--- src/rtl/dict_decompressor.sv ---
// dict_decompressor: stage-1 dictionary decompressor (inverse of the compressor's match selector).
// Latency 1 cycle from code acceptance to o_valid/o_data. Single output register with
// o_ready = !o_valid || i_ready, which gives full throughput while downstream keeps i_ready high.
//
// Ports:
//   i_clk, i_reset         clock, asynchronous active-high reset
//   i_clear                sync flush of the dictionary state and the error flag
//   i_valid/o_ready        code handshake: i_type, i_location, i_literal
//   o_valid/i_ready        word handshake: o_data
//   o_fill, o_err          valid-entry count (saturating) and sticky invalid-reference flag
//   o_word_cnt, o_hit_cnt  output statistics
//
// Optional feature macro: DECOMP_STATS_EN. When it is undefined, both counters are tied to 0.
module dict_decompressor #(
  parameter int INPUT_WORD = 32,
  parameter int DICT_ENTRY = 16,
  parameter int DICT_WORD  = 32,
  localparam int LOC_W     = $clog2(DICT_ENTRY),
  localparam int FILL_W    = LOC_W + 1
) (
  input  logic                  i_clk,
  input  logic                  i_reset,
  input  logic                  i_clear,
  input  logic                  i_valid,
  output logic                  o_ready,
  input  logic [1:0]            i_type,
  input  logic [LOC_W-1:0]      i_location,
  input  logic [INPUT_WORD-1:0] i_literal,
  output logic                  o_valid,
  input  logic                  i_ready,
  output logic [INPUT_WORD-1:0] o_data,
  output logic [FILL_W-1:0]     o_fill,
  output logic                  o_err,
  output logic [31:0]           o_word_cnt,
  output logic [31:0]           o_hit_cnt
);

  logic [DICT_WORD-1:0]  dict_mem [DICT_ENTRY];
  logic [DICT_ENTRY-1:0] entry_vld;
  logic [LOC_W-1:0]      wr_ptr;
  logic [DICT_WORD-1:0]  dict_rd;
  logic [INPUT_WORD-1:0] recon;
  logic                  accept;
  logic                  dict_upd;
  logic                  bad_ref;

  // Clear blocks acceptance so that a flush never races with a dictionary write.
  assign o_ready  = !i_clear && (!o_valid || i_ready);
  assign accept   = i_valid && o_ready;
  assign dict_upd = accept && (i_type != 2'b11);
  assign bad_ref  = accept && (i_type != 2'b00) && !entry_vld[i_location];

  // Invalid entries read as zero, so stale data left behind by a clear or reset never leaks out.
  always_comb begin
    dict_rd = '0;
    if (entry_vld[i_location]) dict_rd = dict_mem[i_location];
  end

  always_comb begin
    recon = i_literal;
    case (i_type)
      2'b00: recon = i_literal;
      2'b01: recon = {dict_rd[INPUT_WORD-1:16], i_literal[15:0]};
      2'b10: recon = {dict_rd[INPUT_WORD-1:8], i_literal[7:0]};
      2'b11: recon = dict_rd;
      default: recon = i_literal;
    endcase
  end

  // Dictionary storage needs no reset: entry_vld gates every read.
  always_ff @(posedge i_clk) begin
    if (dict_upd) dict_mem[wr_ptr] <= recon;
  end

  always_ff @(posedge i_clk or posedge i_reset) begin
    if (i_reset) begin
      o_valid   <= 1'b0;
      o_data    <= '0;
      o_fill    <= '0;
      o_err     <= 1'b0;
      wr_ptr    <= '0;
      entry_vld <= '0;
    end else begin
      // The output register advances independently of a clear: a held word stays until it is taken.
      if (accept) begin
        o_valid <= 1'b1;
        o_data  <= recon;
      end else if (i_ready) begin
        o_valid <= 1'b0;
      end

      if (i_clear) begin
        o_fill    <= '0;
        o_err     <= 1'b0;
        wr_ptr    <= '0;
        entry_vld <= '0;
      end else begin
        if (bad_ref) o_err <= 1'b1;
        if (dict_upd) begin
          entry_vld[wr_ptr] <= 1'b1;
          wr_ptr            <= wr_ptr + 1'b1;  // power-of-two depth wraps naturally
          if (o_fill != FILL_W'(DICT_ENTRY)) o_fill <= o_fill + 1'b1;
        end
      end
    end
  end

`ifdef DECOMP_STATS_EN
  logic out_hit;
  logic out_hs;

  assign out_hs = o_valid && i_ready;

  always_ff @(posedge i_clk or posedge i_reset) begin
    if (i_reset) begin
      out_hit    <= 1'b0;
      o_word_cnt <= '0;
      o_hit_cnt  <= '0;
    end else begin
      if (accept) out_hit <= (i_type == 2'b11);
      if (i_clear) begin
        o_word_cnt <= '0;
        o_hit_cnt  <= '0;
      end else if (out_hs) begin
        o_word_cnt <= o_word_cnt + 32'd1;
        if (out_hit) o_hit_cnt <= o_hit_cnt + 32'd1;
      end
    end
  end
`else
  assign o_word_cnt = '0;
  assign o_hit_cnt  = '0;
`endif

endmodule
--- config.mk ---
export PLATFORM = sky130hd
export DESIGN_NAME = dict_decompressor
export DESIGN_NICKNAME = d
export VERILOG_FILES = /design/src/rtl/dict_decompressor.sv
export SDC_FILE = /design/constraint.sdc
export NUM_CORES = 1
export LEC_CHECK = 0
export CORE_ASPECT_RATIO = 0.6
export CORE_UTILIZATION = 64
export CTS_CLUSTER_DIAMETER = 60
export DETAILED_ROUTE_END_ITERATION = 8
export PLACE_DENSITY = 0.85
export SETUP_SLACK_MARGIN = 0.05
export SYNTH_ARGS = -nofsm -noshare
export SYNTH_HDL_FRONTEND = slang
export SYNTH_SLANG_ARGS = --single-unit
--- constraint.sdc ---
create_clock -name i_clk -period 9.4 [get_ports i_clk]
set_input_delay 2.82 -clock i_clk [delete_from_list [all_inputs] [get_ports i_clk]]
set_output_delay 2.82 -clock i_clk [all_outputs]
set_load 0.1 [all_outputs]
# == Word-level counts from Yosys, hierarchy flattened ==
# Memories as Yosys holds them, arrays and structs flattened.
# Cells that the tools add are included.
# classes
n_mul,0
order_cmp,3
mux,19
bitwise_logic,1
reduce_logical,17
n_addsub,2
div_mod_pow,0
eq_ne,5
shifts,0
# ops
cell,count
case mux 32 bit (4 select lines),1
2-to-1 mux 16 bit,2
2-to-1 mux 32 bit,1
OR 16 bit,1
2-to-1 mux 5 bit,3
less-than comparator 4 x 5 -> 1 bit (second input constant),2
nonzero test 2 bit,5
2-to-1 mux 1 bit,8
2-to-1 mux 4 bit,2
logical AND 1 bit,6
adder 5 x 1 -> 5 bit (second input constant),1
inequality test 5 bit (second input constant),1
adder 4 x 1 -> 4 bit (second input constant),1
binary-select mux 1 bit (select 4 bit),1
demux 1 bit (select 4 bit),1
== test 2 bit (second input constant),2
greater-or-equal comparator 4 x 1 -> 1 bit (second input constant),1
zero test 1 bit,3
== test 2 x 1 -> 1 bit (second input constant),1
zero test 2 bit,1
inequality test 2 bit (second input constant),1
AND reduction 2 bit,1
logical OR 1 bit,1
# word_totals
mem_bits_ro,0
n_memories,1
ram_bits,512
latch_bits,0
wordCells,54
ff_bits,59
out_inout_bits,104
in_bits,43
# mem_list
memory,words,width,read_ports,rd_ports_with_merged_regs,wr,line,text
dict_mem,16,32,1,0,1,38,logic [DICT_WORD-1:0] dict_mem [DICT_ENTRY];

# == Logic depth before layout (Yosys ltp) ==
# logic_depth
word_depth,8
depth_mapped,8
ltp_nobuf,6

# == Worst setup path after synthesis ==
# Ideal clock, no wire load.
# synth_path
path_kind,input -> output
from,input port i_clear
to,output port o_ready
path_stages,2
n_path_buf,1
arrival_time_ns,4.313
slack_ns,2.267
t_required_ns,6.580
cell_sequence,clkbuf_1 -> nor2_1
# synth_via
elab_chain_len,2
# synth_rtl
element,line,text
from (decl),23,"input logic i_clear,"
zero test 1 bit,48,assign o_ready = !i_clear && (!o_valid || i_ready);
logical AND 1 bit,48,
to (decl),25,"output logic o_ready,"
# Every way passes these cells.

# == Final worst setup path ==
# layout_path
from,input port i_ready
to,output port o_ready
# layout_via
elab_chain_len,2
# layout_rtl
element,line,text
from (decl),30,"input logic i_ready,"
logical OR 1 bit,48,
logical AND 1 bit,48,
# Every way passes these cells.

==> results.json <==
{
  "num_io_pins": 147,
  "clk_latency_ns": 0.59,
  "ys_seq_elements": 571,
  "min_period_over_period": 0.726,
  "drc": 0,
  "r2r-end": "dict_mem[3][5]",
  "hold_start": "entry_vld[3]",
  "cts-root-buf": "clkbuf_16",
  "power_w": 0.00554,
  "outcome": "complete, no violations",
  "path_class": "input port to output port",
  "row_count": 53,
  "max_slew.worst_pin.slew_ns": 1.28,
  "start_util": 0.657,
  "io_buffers": 82,
  "cts_hold_buf": 0,
  "hpwlAfterDp_um": 28300,
  "path_max_fanout": 3,
  "p_per_area_mw_per_mm2": 214,
  "die_area_mm2": 0.0371,
  "holdPathStages": 2,
  "min_period_ns": 6.83,
  "area.growth.synth_to_final_pct": 11.3,
  "rr_startpoint": "o_valid",
  "wl_um": 52100,
  "start_kind": "input port",
  "slowest_delay_ns": 0.42,
  "fmax_ghz": 0.146,
  "synth_ff_type": "edfxtp_1",
  "pre_cts_ws_ns": 2.36,
  "antenna_found_initial": 0,
  "arrival_ns": 4.01,
  "dr.pass1.iters": 5,
  "syn_area_mm2": 0.0232,
  "layout.nets": 1352,
  "clock_sinks": 571,
  "max_cap_violations": 0,
  "core_region_area_mm2": 0.0353,
  "vias": 11800,
  "cp.required_ns": 6.58,
  "grt_max_degree": 126,
  "drtIter0Drc": 1591,
  "grt_util_all_layers": 0.290,
  "wl_per_cell_um": 28.8,
  "seq_power_share": 0.515,
  "die_w_um": 248,
  "tns_ns": 0,
  "synth_edf_count": 512,
  "switching_share": 0.261,
  "vdd.ir_drop.worst_mv": 0.149,
  "fp.dieH_um": 150,
  "r2r_cells": 6,
  "grt-ovfl-total": 0,
  "cts_setup_buffers": 0,
  "synth-async-reset-ratio": 0.103,
  "p_int_w": 0.00409,
  "htreeDepth": 2,
  "cp_slowest_cell": "clkdlybuf4s50_1",
  "hold_viol_final": 0,
  "cts_tree": "yes",
  "skew_ns": 0.0154,
  "slew_violations": 0,
  "rsz0062_at_grt": "no",
  "p_leak_nw": 8.67,
  "hold_path.class": "flop to flop",
  "setup_slack_ns": 2.57,
  "grt_pass1_vias": 12100,
  "grt_pass1_wl_um": 76600,
  "ys_warn_count": 0,
  "clkTransAtPathRegs_ns": 0.06,
  "reg2reg_slack_ns": 6.18,
  "synth_cell_types": 40,
  "fin_cells": 1808,
  "p_clk_frac": 0.359,
  "cts_resized": 0,
  "cts_made_buffers": 48,
  "drive_gt1_frac": 0.234,
  "crit_chain": "clkdlybuf4s50_1 -> nor2b_1 -> nor2_1 -> buf_4",
  "cp-end-kind": "output port",
  "antenna_left": 0,
  "synthCells": 1225,
  "vias_per_cell": 6.55,
  "cts_buffer_depth": 3,
  "ys_seq_area_frac": 0.726,
  "avgSynthCellArea_um2": 18.9,
  "dp_cells": 1720,
  "n_antenna_cell": 0,
  "relSlewSlack": 0.142,
  "gp_congestion": 0.770,
  "report.final.setup_viol": 0,
  "combPwrFrac": 0.126,
  "p_sw_w": 0.00145,
  "holdPathEnd": "entry_vld[3]"
}
## registers in the layout (all words and copies together) (netlist names)
name	count
o_err	1
o_fill	5
wr_ptr	4
dict_mem	512
o_data	32
entry_vld	16
o_valid	1
## area by class of cell
| class | count | area (um2) |
|---|---|---|
| fill | 1950 | 9520 |
| clock inverter | 21 | 175 |
| sequential | 571 | 16900 |
| clock buffer | 67 | 1370 |
| inverter | 6 | 22.5 |
| multi-input combinational | 574 | 5840 |
| tap | 467 | 584 |
| timing repair buffer | 102 | 982 |
## power groups by stage
stage | combinational, W | clock, W | sequential [W]
5_1_grt | 0.000726 | 0.00209 | 0.00285
4_1_cts | 0.000698 | 0.00200 | 0.00285
3_3_place_gp | 0.000679 | 0 | 0.00290
6_report | 0.000699 | 0.00199 | 0.00285
2_1_floorplan | 0.000362 | 0 | 0.00309
3_5_place_dp | 0.000693 | 0 | 0.00290
## cells in the mapped netlist, types with 12 or more instances
| master | number | area share |
|---|---|---|
| edfxtp_1 | 512 | 0.66 |
| mux4_2 | 128 | 0.12 |
| nand2_1 | 94 | 0.015 |
| nor2_1 | 74 | 0.012 |
| buf_4 | 73 | 0.024 |
| a22oi_1 | 64 | 0.021 |
| dfrtp_1 | 59 | 0.064 |
| clkbuf_1 | 41 | 0.0066 |
| a31oi_2 | 30 | 0.016 |
| o211ai_2 | 30 | 0.016 |
| a21oi_1 | 13 | 0.0028 |
| buf_2 | 12 | 0.0026 |
| nand2b_1 | 12 | 0.0032 |
## worst max-delay path: cells and delay by family
family        cells  cell delay, ns
buf+inv           2            0.68
simple gates      2            0.50
## kinds of logic (layout without fill, tap and decap cells)
| group | count (synthesis) | after routing | share of synthesized area |
|---|---|---|---|
| adder cells (fa/ha/maj) | 6 | 6 | 0.00323 |
| XOR/XNOR | 7 | 7 | 0.00264 |
| multiplexers | 136 | 136 | 0.128 |
| AO/OA/AOI/OAI | 149 | 149 | 0.0607 |
| other | 1 | 64 | 0.000162 |
| flip-flops | 571 | 571 | 0.726 |
| buffers and inverters | 143 | 196 | 0.0391 |
| AND/OR/NAND/NOR | 212 | 212 | 0.0403 |
## metal layers
metal / wire (um) / global-route usage / part of all wire / up-vias
met5: 0 / 0 / 0 / -
met2: 24600 / 0.442 / 0.47 / 716
li1: - / - / - / 4925
met3: 5320 / 0.0662 / 0.10 / 100
met4: 1520 / 0.0954 / 0.029 / 0
met1: 20600 / 0.424 / 0.40 / 6108
## worst max path at each step
stage | start | to
floorplan | i_clear | o_ready
global placement | i_type[1] | dict_mem[3][5]
detailed placement | i_type[1] | dict_mem[3][4]
CTS | i_clear | o_ready
global route | i_clear | o_ready
finish | i_ready | o_ready
## cell usage in the layout (no fill, tap or decap), types with 2 or more instances in the layout
cell type,instances
a31oi_2,30
clkbuf_1,10
mux2_2,4
mux4_2,128
mux2i_1,4
nand2b_1,12
nand3_1,3
dfrtp_1,59
clkinv_1,10
a22oi_1,64
nor2_4,13
clkbuf_16,49
buf_4,21
and2_1,6
xnor2_1,3
o211ai_2,30
nor2b_1,4
nor3_2,4
nor2_1,61
nand4_1,3
a31oi_1,6
conb_1,64
nor2b_4,2
xor2_1,4
clkinv_2,6
a21oi_1,13
inv_6,2
o211ai_1,2
nand2_1,94
clkbuf_8,9
edfxtp_1,512
or2_2,2
clkdlybuf4s50_1,79
ha_1,6
bufinv_16,3
inv_1,5
## through the flow
stage,utilization,hold slack (ns),cell area (um2)
global route,0.731,0.527,25800
global placement,0.687,0.471,24300
floorplan,-,0.454,23500
CTS,0.731,0.494,25800
detailed placement,0.687,0.478,24300
finish,0.731,0.496,25800
(Power assumes the default switching activity.)
